--- src/rtl/fetch_unit.sv ---
// rtl/fetch_unit.sv - instruction fetch and field-split front end driving the program ROM read port
// Optional jump redirect (jump_valid/jump_addr) is built when FETCH_JUMP_EN is defined.
module fetch_unit #(
  parameter int ADDR_W = 3,
  parameter int DATA_W = 16
) (
  input  logic              clk,
  input  logic              rst,
  input  logic              start,
  output logic              rom_read,
  output logic [ADDR_W-1:0] rom_addr,
  input  logic [DATA_W-1:0] rom_data,
  output logic              instr_valid,
  input  logic              instr_ready,
  output logic [3:0]        instr_opcode,
  output logic [5:0]        instr_dst,
  output logic [5:0]        instr_src,
  output logic [ADDR_W-1:0] instr_pc,
  output logic              busy,
  output logic              halted
`ifdef FETCH_JUMP_EN
  ,
  input  logic              jump_valid,
  input  logic [ADDR_W-1:0] jump_addr
`endif
);

  typedef enum logic [2:0] {
    IDLE   = 3'd0,
    REQ    = 3'd1,
    WAIT   = 3'd2,
    HOLD   = 3'd3,
    HALTED = 3'd4
  } state_t;

  state_t            state, state_n;
  logic [ADDR_W-1:0] pc, pc_n;
  logic [DATA_W-1:0] ir;
  logic [ADDR_W-1:0] ipc;
  logic              capture;

  always_ff @(posedge clk or posedge rst) begin
    if (rst) begin
      state <= IDLE;
      pc    <= '0;
      ir    <= '0;
      ipc   <= '0;
    end else begin
      state <= state_n;
      pc    <= pc_n;
      if (capture) begin
        ir  <= rom_data;
        ipc <= pc;
      end
    end
  end

  always_comb begin
    state_n = state;
    pc_n    = pc;
    capture = 1'b0;
    case (state)
      IDLE, HALTED: begin
        if (start) begin
          pc_n    = '0;
          state_n = REQ;
        end
      end
      REQ: state_n = WAIT;
      WAIT: begin
        capture = 1'b1;
        // The all-zero word is HALT: it is latched but never presented as valid.
        if (rom_data == '0) begin
          state_n = HALTED;
        end else begin
          state_n = HOLD;
          pc_n    = pc + 1'b1;
        end
      end
      HOLD: begin
        if (instr_ready) state_n = REQ;
      end
      default: state_n = IDLE;
    endcase
`ifdef FETCH_JUMP_EN
    // A redirect overrides transfer and HALT detection and drops any in-flight word.
    if (jump_valid) begin
      state_n = REQ;
      pc_n    = jump_addr;
      capture = 1'b0;
    end
`endif
  end

  assign rom_read     = (state == REQ);
  assign rom_addr     = rom_read ? pc : '0;
  assign instr_valid  = (state == HOLD);
  assign instr_opcode = ir[15:12];
  assign instr_dst    = ir[11:6];
  assign instr_src    = ir[5:0];
  assign instr_pc     = ipc;
  assign busy         = (state == REQ) || (state == WAIT) || (state == HOLD);
  assign halted       = (state == HALTED);

endmodule

--- config.mk ---
export PLATFORM = sky130hd
export DESIGN_NAME = fetch_unit
export DESIGN_NICKNAME = d
export VERILOG_FILES = /design/src/rtl/fetch_unit.sv
export SDC_FILE = /design/constraint.sdc
export NUM_CORES = 1
export LEC_CHECK = 0
export CELL_PAD_IN_SITES_DETAIL_PLACEMENT = 0
export CELL_PAD_IN_SITES_GLOBAL_PLACEMENT = 2
export CORE_MARGIN = 1.5
export CORE_UTILIZATION = 26
export CTS_BUF_LIST = sky130_fd_sc_hd__clkbuf_8
export DETAILED_ROUTE_END_ITERATION = 6
export GPL_TIMING_DRIVEN = 0
export PLACE_DENSITY_LB_ADDON = 0.1
export SYNTH_ARGS = -nofsm -noshare
export SYNTH_HDL_FRONTEND = slang
export SYNTH_SLANG_ARGS = --single-unit
--- constraint.sdc ---
create_clock -name clk -period 2.1 [get_ports clk]
set_clock_uncertainty 0.15 [all_clocks]
set_input_delay 0.42 -clock clk [delete_from_list [all_inputs] [get_ports clk]]
set_output_delay 0.42 -clock clk [all_outputs]
set_load 0.1 [all_outputs]
# == Word-level counts from Yosys, hierarchy flattened ==
# Index checks and enable logic that the tools add are counted.
# word_totals
regBits,25
input_bits,20
output_inout_bits,26
elab_cells,29
# op_classes
addsub,1
n_eq_ne,7
muxes,9
reduce_logical,8
# op_table
cell,count
$mux 3,6
$logic_not 16->1,1
$pmux 3 s4,1
$eq 3x2->1 const B,2
$pmux 3 s2,1
$ne 2x2->1 const B,2
$add 3x1->3 const B,1
$eq 3x1->1 const B,1
$eq 3x3->1 const B,1
$logic_not 3->1,1
$reduce_and 3->1,1
$logic_or 1x1->1,2
$ne 2x1->1 const B,1
$reduce_and 2->1,1
$reduce_bool 2->1,1
$reduce_or 2->1,1
$mux 1,1

# == Depth between registers and ports, before layout ==
# Gate-level depths: netlist of the first run.
# depth
word_depth,4
mapped_depth,5
ltp_nobuf,4

# == Worst setup path before layout of the first run ==
# OpenSTA, ideal clock, no wires.
# synth_path
path_kind,register -> output
startpoint,register state[0]
endpoint,output rom_addr[0]
arrival_time_ps,3571
required_ps,1530
slack_ps,-2041
path_stages_with_launch,4
path_buffers,0
cell_sequence,dfrtp_1 inv_1 nor3_1 and2_1
# synth_between
elab_chain_cells,2
# synth_rtl
element,line_no,rtl
"start, declared",36,"state_t state, state_n;"
"start signal, assigned",49,state <= state_n;
$eq 3x1->1,95,assign rom_read = (state == REQ);
net rom_read,10,"output logic rom_read,"
$mux 3,96,assign rom_addr = rom_read ? pc : '0;
"end, declared",11,"output logic [ADDR_W-1:0] rom_addr,"
# The timed path passes the listed nets, and every way through them passes these cells.

# == Worst setup path after layout of the first run ==
# layout_path
startpoint,register ir[0]
endpoint,output instr_src[0]
# layout_rtl
element,line_no,rtl
"start, declared",38,logic [DATA_W-1:0] ir;
"start signal, assigned",52,ir <= rom_data;
"end, declared",17,"output logic [5:0] instr_src,"
# No word-level cell between the ends.

==> impl_results.md, run 1 <==
* Status: completed
* Worst r2r path cells at 4
* Top delay family on crit path: buffers and inverters
* Sequential fraction of the synthesis area at 58.8%
* Most frequent cells in the layout: dfrtp_1 (24), mux2_2 (19), clkdlybuf4s50_1 (19)
* Mapped Cells at 83
* Total stage count of the critical path at 1
* Max clock buf depth at 2
* Storage cell area at 627 µm²
* Core area at 0.00397 mm²
* Crit path largest cell delay at 0.86 ns
* TritonCTS clock tree: built
* Tmin final at 2.06 ns
* Non-filler cells, final at 182
* Clock insertion delay at the later pin of the skew report at 0.27 ns
* Ports at 46
* Die width at 67.0 µm
* Crit path buffers/inverters at 1
* IO Port Bufs at 45
* Layout cells sized above 1 at 29.5%
* Hold Crit Class: register to register
* Syn_nets at 104
* CP startpoint kind: register
* Num CTS Buffers at 3
* Slew Limit Fails at 0
* Initial DRC count at 18
* Max-cap violations at 0
* Die Y at 67.0 µm
* Syn Area/Cell at 12.8 µm²
* Multi-input logic area at 432 µm²
* Total Routed Length at 2410 µm
* Ys Warns at 0
* CTS sink cnt at 25
* Tightest Pin Transition at 0.989 ns
* WL/cell at 13.2 µm
* Largest cells by area after synthesis: dfrtp_1 (59%), mux2_2 (20%), and2_1 (3.5%)
* Final period util at 98.0%
* Cell taking the most area after synthesis: dfrtp_1
* Crit-path cells: dlygate4sd2_1
* DRC at 0
* CP max FO at 2
* Row count at 23
* Post-synthesis to final-layout area growth at 52.9%
* DRT Pass-1 Iters at 2
* Final ANT Viol Nets at 0
* Setup TNS at 0 ns
* Crit Path Category: register to output pin
* Detailed Place HPWL at 1760 µm
* Yosys cell types at 18
* Synth top area share at 58.8%
* Die Footprint at 0.00449 mm²
* Peak Freq at 486 MHz
* Fillcell total at 392
* Clock transition at path regs at 0.09 ns
* Crit. End Element: output pin
* Mapped Area at 0.00106 mm²
* Req. time, crit path at 1.53 ns
* Place WS at -0.509 ns
* Initial antenna violation count at 0
* Yosys reg bits at 25
* Hold WS at 0.348 ns
* Root buf cell: clkbuf_8
* Gp weighted congestion at 0.656
* Fin nets at 154
* Post-DR vias/cell at 4.38
* Final Hold Viols at 0
* Total grt overflow at 0
* First-pass GRT wire length at 4010 µm
* Global Route Usage Sum at 12.0%
* RSZ-0062 raised after global routing: no
* Largest net degree at the start of global routing at 26
* Worst setup margin at 0.0417 ns
* # setup viols final at 0
* H-tree depth at 1
* Critical path arrival at 1.49 ns
* Commonest non-fill, non-tap cell in the layout: dfrtp_1
* Slowest CP cell: dlygate4sd2_1
* Via count of the first global-routing pass at 815
* Vias post-DR at 798
* Initial Util at 26.8%
* Ant. Diodes at 0
* Worst slew margin at 34.0%
* Placed Instances at 178
* Hold path depth at 1
-- cell usage after synthesis --
cell	n
mux2i_1	3
dfrtp_1	25
nor2_1	4
or3b_1	1
a21oi_1	2
mux2_2	19
nor2b_1	1
nor3_1	1
buf_4	2
a31oi_1	1
nor4_1	4
inv_1	3
ha_1	1
o21ai_0	1
nand3_1	1
and2_1	6
nand4_1	1
nand2_1	7
-- state kept, by name, indices dropped and copies added (netlist names) --
register and flops:
state 3, pc 3, ir 16, instr_pc 3
-- area by class of cell --
cell class / count / share of cell area [%]
timing repair buffer: 45 / 26.5
multi-input combinational: 53 / 26.5
inverter: 3 / 0.692
sequential: 25 / 38.5
tap: 50 / 3.84
clock buffer: 3 / 2.54
clock inverter: 1 / 0.461
buffer: 2 / 0.922
-- per-stage QoR --
stage / utilization [%] / area, µm²
floorplan: - / 1080
global placement: 40.2 / 1600
detailed placement: 40.2 / 1600
CTS: 40.4 / 1600
global route: 41.0 / 1630
finish: 41.0 / 1630
-- path summary, 6_finish.rpt --
| kind | startpoint | end | slack [ns] |
|---|---|---|---|
| setup / recovery | ir[0]$_DFFE_PP0P_ | instr_src[0] | 0.04 |
| hold / removal | pc[2]$_DFFE_PP0P_ | pc[2]$_DFFE_PP0P_ | 0.35 |
| setup reg to reg | state[2]$_DFFE_PP0P_ | instr_pc[1]$_DFFE_PP0P_ | 0.39 |
| hold reg to reg | pc[2]$_DFFE_PP0P_ | pc[2]$_DFFE_PP0P_ | 0.35 |
| max in group asynchronous | rst | state[1]$_DFFE_PP0P_ | 0.62 |
| min in group asynchronous | rst | state[1]$_DFFE_PP0P_ | 0.52 |
-- kinds of logic after synthesis --
family / synth area share, %
mux: 22.9
buf+inv: 2.47
fa+ha+maj: 1.17
flops: 58.8
compound gates: 2.00
simple gates: 12.7
-- metal layers --
metal / track usage (%) / vias up / part of all wire, %
met2: 17.8 / 25 / 43
li1: - / 386 / -
met3: 2.70 / 5 / 5.7
met4: 4.59 / 0 / 1.7
met5: 0 / - / 0
met1: 16.9 / 382 / 49
-- what timing repair did --
action	4_1_cts	5_1_grt
setup buffers	0	0
hold buffers	0	0
resized for setup	56	22
pin swaps	0	1
endpoints found under the setup margin	26	20
Power of run 1 is left out: the tool's default activity adds up to more than one toggle a clock period on the data nets, which glitch-free logic cannot reach.
==> run 2: changes to the inputs <==
- CORE_MARGIN: 1.5 -> 2
==> run 2 against run 1 <==
Compared with the run above: critical path depth unchanged; worst setup slack better by 0.0040 ns; final cell count up 1.1%; first-iteration DRC count fell by 22%; sequential cell count unchanged; register-to-register slack got worse by 0.02 ns; via count grew 1.0%; count of clock-buffer cells in the layout unchanged; routed wire length fell by 0.17%; critical endpoint is now instr_opcode[1]; die area grew 3.0%; hold slack better by 0.0080 ns; non-clock buffer count increased by 2.
==> impl_results.md, run 2 (same netlist as run 1, synthesis figures left out) <==
* Status: completed (unchanged)
* H-tree depth at 1 (unchanged)
* # setup viols final at 0 (unchanged)
* Core area at 0.00397 mm² (unchanged)
* TritonCTS clock tree: built (unchanged)
* Global Route Usage Sum at 11.9% (was 12.0%)
* Hold WS at 0.356 ns (was 0.348 ns)
* Die Y at 68.0 µm (was 67.0 µm)
* DRC at 0 (unchanged)
* Met3 Use GR at 2.96% (was 2.70%)
* Top delay family on crit path: buffers and inverters (unchanged)
* CP startpoint kind: register (unchanged)
* Tightest Pin Transition at 0.971 ns (was 0.989 ns)
* Vias post-DR at 806 (was 798)
* Slew Limit Fails at 0 (unchanged)
* Most frequent cells in the layout: dfrtp_1 (24), mux2_2 (19), clkdlybuf4s50_1 (19) (unchanged)
* Hold Crit Class: register to register (unchanged)
* Crit Path Category: register to output pin (unchanged)
* Initial antenna violation count at 0 (unchanged)
* Clock transition at path regs at 0.09 ns (about the same)
* WL/cell at 13.1 µm (was 13.2 µm)
* Top reg by flops: ir (unchanged)
* Max clock buf depth at 2 (unchanged)
* Commonest non-fill, non-tap cell in the layout: dfrtp_1 (unchanged)
* Final period util at 97.8% (was 98.0%)
* Fin nets at 156 (was 154)
* Peak Freq at 487 MHz (was 486 MHz)
* Post-DR vias/cell at 4.38 (about the same)
* Layout cells sized above 1 at 31.3% (was 29.5%)
* Final Hold Viols at 0 (unchanged)
* Slowest CP cell: dlygate4sd2_1 (unchanged)
* Total Routed Length at 2400 µm (was 2410 µm)
* Crit path buffers/inverters at 1 (unchanged)
* Gp weighted congestion at 0.683 (was 0.656)
* CP max FO at 2 (unchanged)
* Critical path arrival at 1.48 ns (was 1.49 ns)
* Ports at 46 (unchanged)
* Req. time, crit path at 1.53 ns (about the same)
* Clock insertion delay at the later pin of the skew report at 0.27 ns (about the same)
* Root buf cell: clkbuf_8 (unchanged)
* Ant. Diodes at 0 (unchanged)
* Crit-path cells: dlygate4sd2_1 (unchanged)
* Die width at 68.0 µm (was 67.0 µm)
* Storage cell area at 627 µm² (unchanged)
* Crit path largest cell delay at 0.86 ns (about the same)
* DRT Pass-1 Iters at 4 (was 2)
* Total grt overflow at 0 (unchanged)
* Num CTS Buffers at 3 (unchanged)
* Via count of the first global-routing pass at 835 (was 815)
* Finished Core Util at 41.2% (was 41.0%)
* Post-synthesis to final-layout area growth at 53.7% (was 52.9%)
* First-pass GRT wire length at 4020 µm (was 4010 µm)
* Initial DRC count at 14 (was 18)
* Initial Util at 26.8% (unchanged)
* IO Port Bufs at 45 (unchanged)
* Tmin final at 2.05 ns (was 2.06 ns)
* Max FFs per register at 16 (unchanged)
* GR peak layer: met2 (unchanged)
* Met2 usage in global routing at 19.2% (was 17.8%)
* Largest net degree at the start of global routing at 26 (unchanged)
* Max-cap violations at 0 (unchanged)
* Worst slew margin at 35.2% (was 34.0%)
* Detailed Place HPWL at 1820 µm (was 1760 µm)
* Crit. End Element: output pin (unchanged)
* Die Footprint at 0.00462 mm² (was 0.00449 mm²)
* Met1 usage at 15.2% (was 16.9%)
* Multi-input logic area at 438 µm² (was 432 µm²)
* RSZ-0062 raised after global routing: no (unchanged)
* Setup TNS at 0 ns (unchanged)
* Final ANT Viol Nets at 0 (unchanged)
* Row count at 23 (unchanged)
* Fillcell total at 394 (was 392)
* CTS sink cnt at 25 (unchanged)
[run 2: changes by cell type in the layout (fill, tap and decap cells not counted), sizes merged]
cell | before | now
buf | 7 | 10
clkbuf | 6 | 5
clkdlybuf4s15 | 11 | 6
dlygate4sd2 | 7 | 12
[run 2: repair_timing]
action / 4_1_cts / 5_1_grt
pin swaps: 0 / 1
endpoints found under the setup margin: 26 / 15
cloned: 0 / 0
buffers inserted: 0 / 2
resized for setup: 56 / 16
hold buffers: 0 / 0
[run 2: worst paths after layout]
| kind | startpoint | to | slack (ns) | cells past startpoint |
|---|---|---|---|---|
| setup / recovery | ir[13]$_DFFE_PP0P_ | instr_opcode[1] | 0.05 | 1 |
| hold reg to reg | ir[4]$_DFFE_PP0P_ | ir[4]$_DFFE_PP0P_ | 0.36 | 1 |
| hold / removal | ir[4]$_DFFE_PP0P_ | ir[4]$_DFFE_PP0P_ | 0.36 | 1 |
| min in group asynchronous | rst | pc[2]$_DFFE_PP0P_ | 0.52 | 2 |
| max in group asynchronous | rst | state[1]$_DFFE_PP0P_ | 0.63 | 2 |
| setup reg to reg | state[2]$_DFFE_PP0P_ | ir[13]$_DFFE_PP0P_ | 0.37 | 4 |
[run 2: layout make-up]
| type | instances | area share, % |
|---|---|---|
| buffer | 2 | 0.917 |
| clock buffer | 3 | 2.52 |
| clock inverter | 1 | 0.459 |
| inverter | 3 | 0.688 |
| multi-input combinational | 53 | 26.8 |
| sequential | 25 | 38.3 |
| tap | 50 | 3.82 |
| timing repair buffer | 47 | 26.5 |
[run 2: per-layer routing]
layer	routed length (µm)	vias to the layer above
met4	14	0
met5	0	-
met3	127	2
met2	1140	22
li1	-	393
met1	1120	389
[run 2: through the flow]
| step | area, µm² | setup WS, ns | instances |
|---|---|---|---|
| 5_1_grt | 1640 | 0.00196 | 184 |
| 3_5_place_dp | 1600 | -0.486 | 178 |
| 6_report | 1640 | 0.0456 | 184 |
| 3_3_place_gp | 1600 | -0.479 | 178 |
| 4_1_cts | 1600 | 0.0144 | 182 |
| 2_1_floorplan | 1080 | -0.267 | 83 |
Power of run 2 is left out for the same reason.
==> run 3: changes to the inputs <==
- CAP_MARGIN: default -> 0
- SETUP_SLACK_MARGIN: default -> 0.3
==> run 3 against run 2 <==
Compared with the run above: utilization up 6.3 points; count of clock-buffer cells in the layout did not move; sequential cell count unchanged; routed wire length is 5.9% higher; worst setup slack better by 0.16 ns; via count rose by 4.1%; register-to-register slack better by 0.02 ns; die area is the same; critical path type unchanged.
==> impl_results.md, run 3 (same netlist as run 1, synthesis figures left out) <==
* Crit-path cells: inv_4 -> nor3_4 -> and2_4 -> buf_12 (was dlygate4sd2_1)
* Total grt overflow at 0 (unchanged)
* Crit path buffers/inverters at 2 (was 1)
* Initial antenna violation count at 0 (unchanged)
* Critical path arrival at 1.32 ns (was 1.48 ns)
* RSZ-0062 raised after global routing: yes (was no)
* Initial Util at 26.8% (unchanged)
* Final period util at 90.2% (was 97.8%)
* Final Hold Viols at 0 (unchanged)
* Global Route Usage Sum at 11.8% (was 11.9%)
* Die Footprint at 0.00462 mm² (unchanged)
* Top reg by flops: ir (unchanged)
* Finished Core Util at 47.5% (was 41.2%)
* Fin nets at 163 (was 156)
* Die Y at 68.0 µm (unchanged)
* Num CTS Buffers at 3 (unchanged)
* Root buf cell: clkbuf_8 (unchanged)
* TritonCTS clock tree: built (unchanged)
* Max-cap violations at 0 (unchanged)
* Gp weighted congestion at 0.691 (was 0.683)
* Fillcell total at 353 (was 394)
* CP startpoint kind: register (unchanged)
* Die width at 68.0 µm (unchanged)
* Post-DR vias/cell at 4.39 (was 4.38)
* Peak Freq at 528 MHz (was 487 MHz)
* Max FFs per register at 16 (unchanged)
* IO Port Bufs at 45 (unchanged)
* First-pass GRT wire length at 4080 µm (was 4020 µm)
* Largest net degree at the start of global routing at 26 (unchanged)
* Crit Path Category: register to output pin (unchanged)
* Vias post-DR at 839 (was 806)
* Crit. End Element: output pin (unchanged)
* Clock insertion delay at the later pin of the skew report at 0.27 ns (about the same)
* Worst slew margin at 35.5% (was 35.2%)
* Post-synthesis to final-layout area growth at 77.1% (was 53.7%)
* Row count at 23 (unchanged)
* CTS sink cnt at 25 (unchanged)
* Initial DRC count at 13 (was 14)
* Crit path largest cell delay at 0.41 ns (was 0.86 ns)
* Detailed Place HPWL at 1790 µm (was 1820 µm)
* Core area at 0.00397 mm² (unchanged)
* Clock transition at path regs at 0.09 ns (about the same)
* Final ANT Viol Nets at 0 (unchanged)
* WL/cell at 13.3 µm (was 13.1 µm)
* R2r setup slk at 0.39 ns (was 0.37 ns)
* Ports at 46 (unchanged)
* CP max FO at 4 (was 2)
* Slew Limit Fails at 0 (unchanged)
* Top delay family on crit path: simple AND/OR/NAND/NOR gates (was buffers and inverters)
* Slowest CP cell: dfrtp_2 (was dlygate4sd2_1)
* Ant. Diodes at 0 (unchanged)
* Req. time, crit path at 1.53 ns (about the same)
* DRT Pass-1 Iters at 2 (was 4)
* Total Routed Length at 2550 µm (was 2400 µm)
* Commonest non-fill, non-tap cell in the layout: dfrtp_1 (unchanged)
* Hold Crit Class: input pin to register (was register to register)
* Via count of the first global-routing pass at 859 (was 835)
* Tightest Pin Transition at 0.966 ns (was 0.971 ns)
* # setup viols final at 0 (unchanged)
* Post-CTS Hold Fix Bufs at 0 (unchanged)
* DRC at 0 (unchanged)
* H-tree depth at 1 (unchanged)
* Max clock buf depth at 2 (unchanged)
* Status: completed (unchanged)
* Layout cells sized above 1 at 56.0% (was 31.3%)
* Most frequent cells in the layout: dfrtp_1 (22), mux2_2 (19), clkdlybuf4s15_2 (12) (was dfrtp_1 (24), mux2_2 (19), clkdlybuf4s50_1 (19))
* Tmin final at 1.89 ns (was 2.05 ns)
-- run 3: final cells by class --
cell class,instances,area (µm²),share of cell area (%)
Multi-Input combinational cell,53,485,25.7
Timing Repair Buffer,54,633,33.6
Clock inverter,1,5.00,0.265
Sequential cell,25,629,33.4
Buffer,2,15.0,0.796
Inverter,3,13.8,0.730
Tap cell,50,62.6,3.32
Clock buffer,3,41.3,2.19
-- run 3: what timing repair did --
item,CTS,global route
gates resized for setup,131,27
endpoints found under the setup margin,32,20
gates cloned,0,0
buffers inserted,5,4
pin swaps,5,11
-- run 3: metrics by stage --
stage / TNS [ns] / instance area (µm²) / setup WS [ns] / std cells / hold slack [ns]
finish: 0 / 1890 / 0.205 / 191 / 0.293
global route: 0 / 1890 / 0.123 / 191 / 0.298
CTS: 0 / 1800 / 0.0632 / 187 / 0.360
detailed placement: -3.35 / 1600 / -0.488 / 178 / 0.347
global placement: -3.23 / 1600 / -0.481 / 178 / 0.339
floorplan: -1.04 / 1090 / -0.267 / 83 / 0.297
-- run 3: worst paths after layout --
kind / cells past startpoint / startpoint / endpoint
max: 4 / state[0]$_DFFE_PP0P_ / rom_addr[2]
min: 2 / rom_data[0] / ir[0]$_DFFE_PP0P_
max reg2reg: 5 / state[2]$_DFFE_PP0P_ / ir[8]$_DFFE_PP0P_
min reg2reg: 1 / pc[2]$_DFFE_PP0P_ / pc[2]$_DFFE_PP0P_
max in group asynchronous: 2 / rst / state[0]$_DFFE_PP0P_
min in group asynchronous: 2 / rst / ir[4]$_DFFE_PP0P_
-- run 3: routing by layer --
metal | share of wire [%] | up-vias | GRT usage [%] | wire length, µm
met5 | 0 | - | 0 | 0
met1 | 47 | 409 | 15.7 | 1200
met2 | 48 | 21 | 18.9 | 1230
li1 | - | 407 | - | -
met3 | 3.6 | 2 | 2.47 | 92
met4 | 0.71 | 0 | 4.50 | 18
Power of run 3 is left out for the same reason.
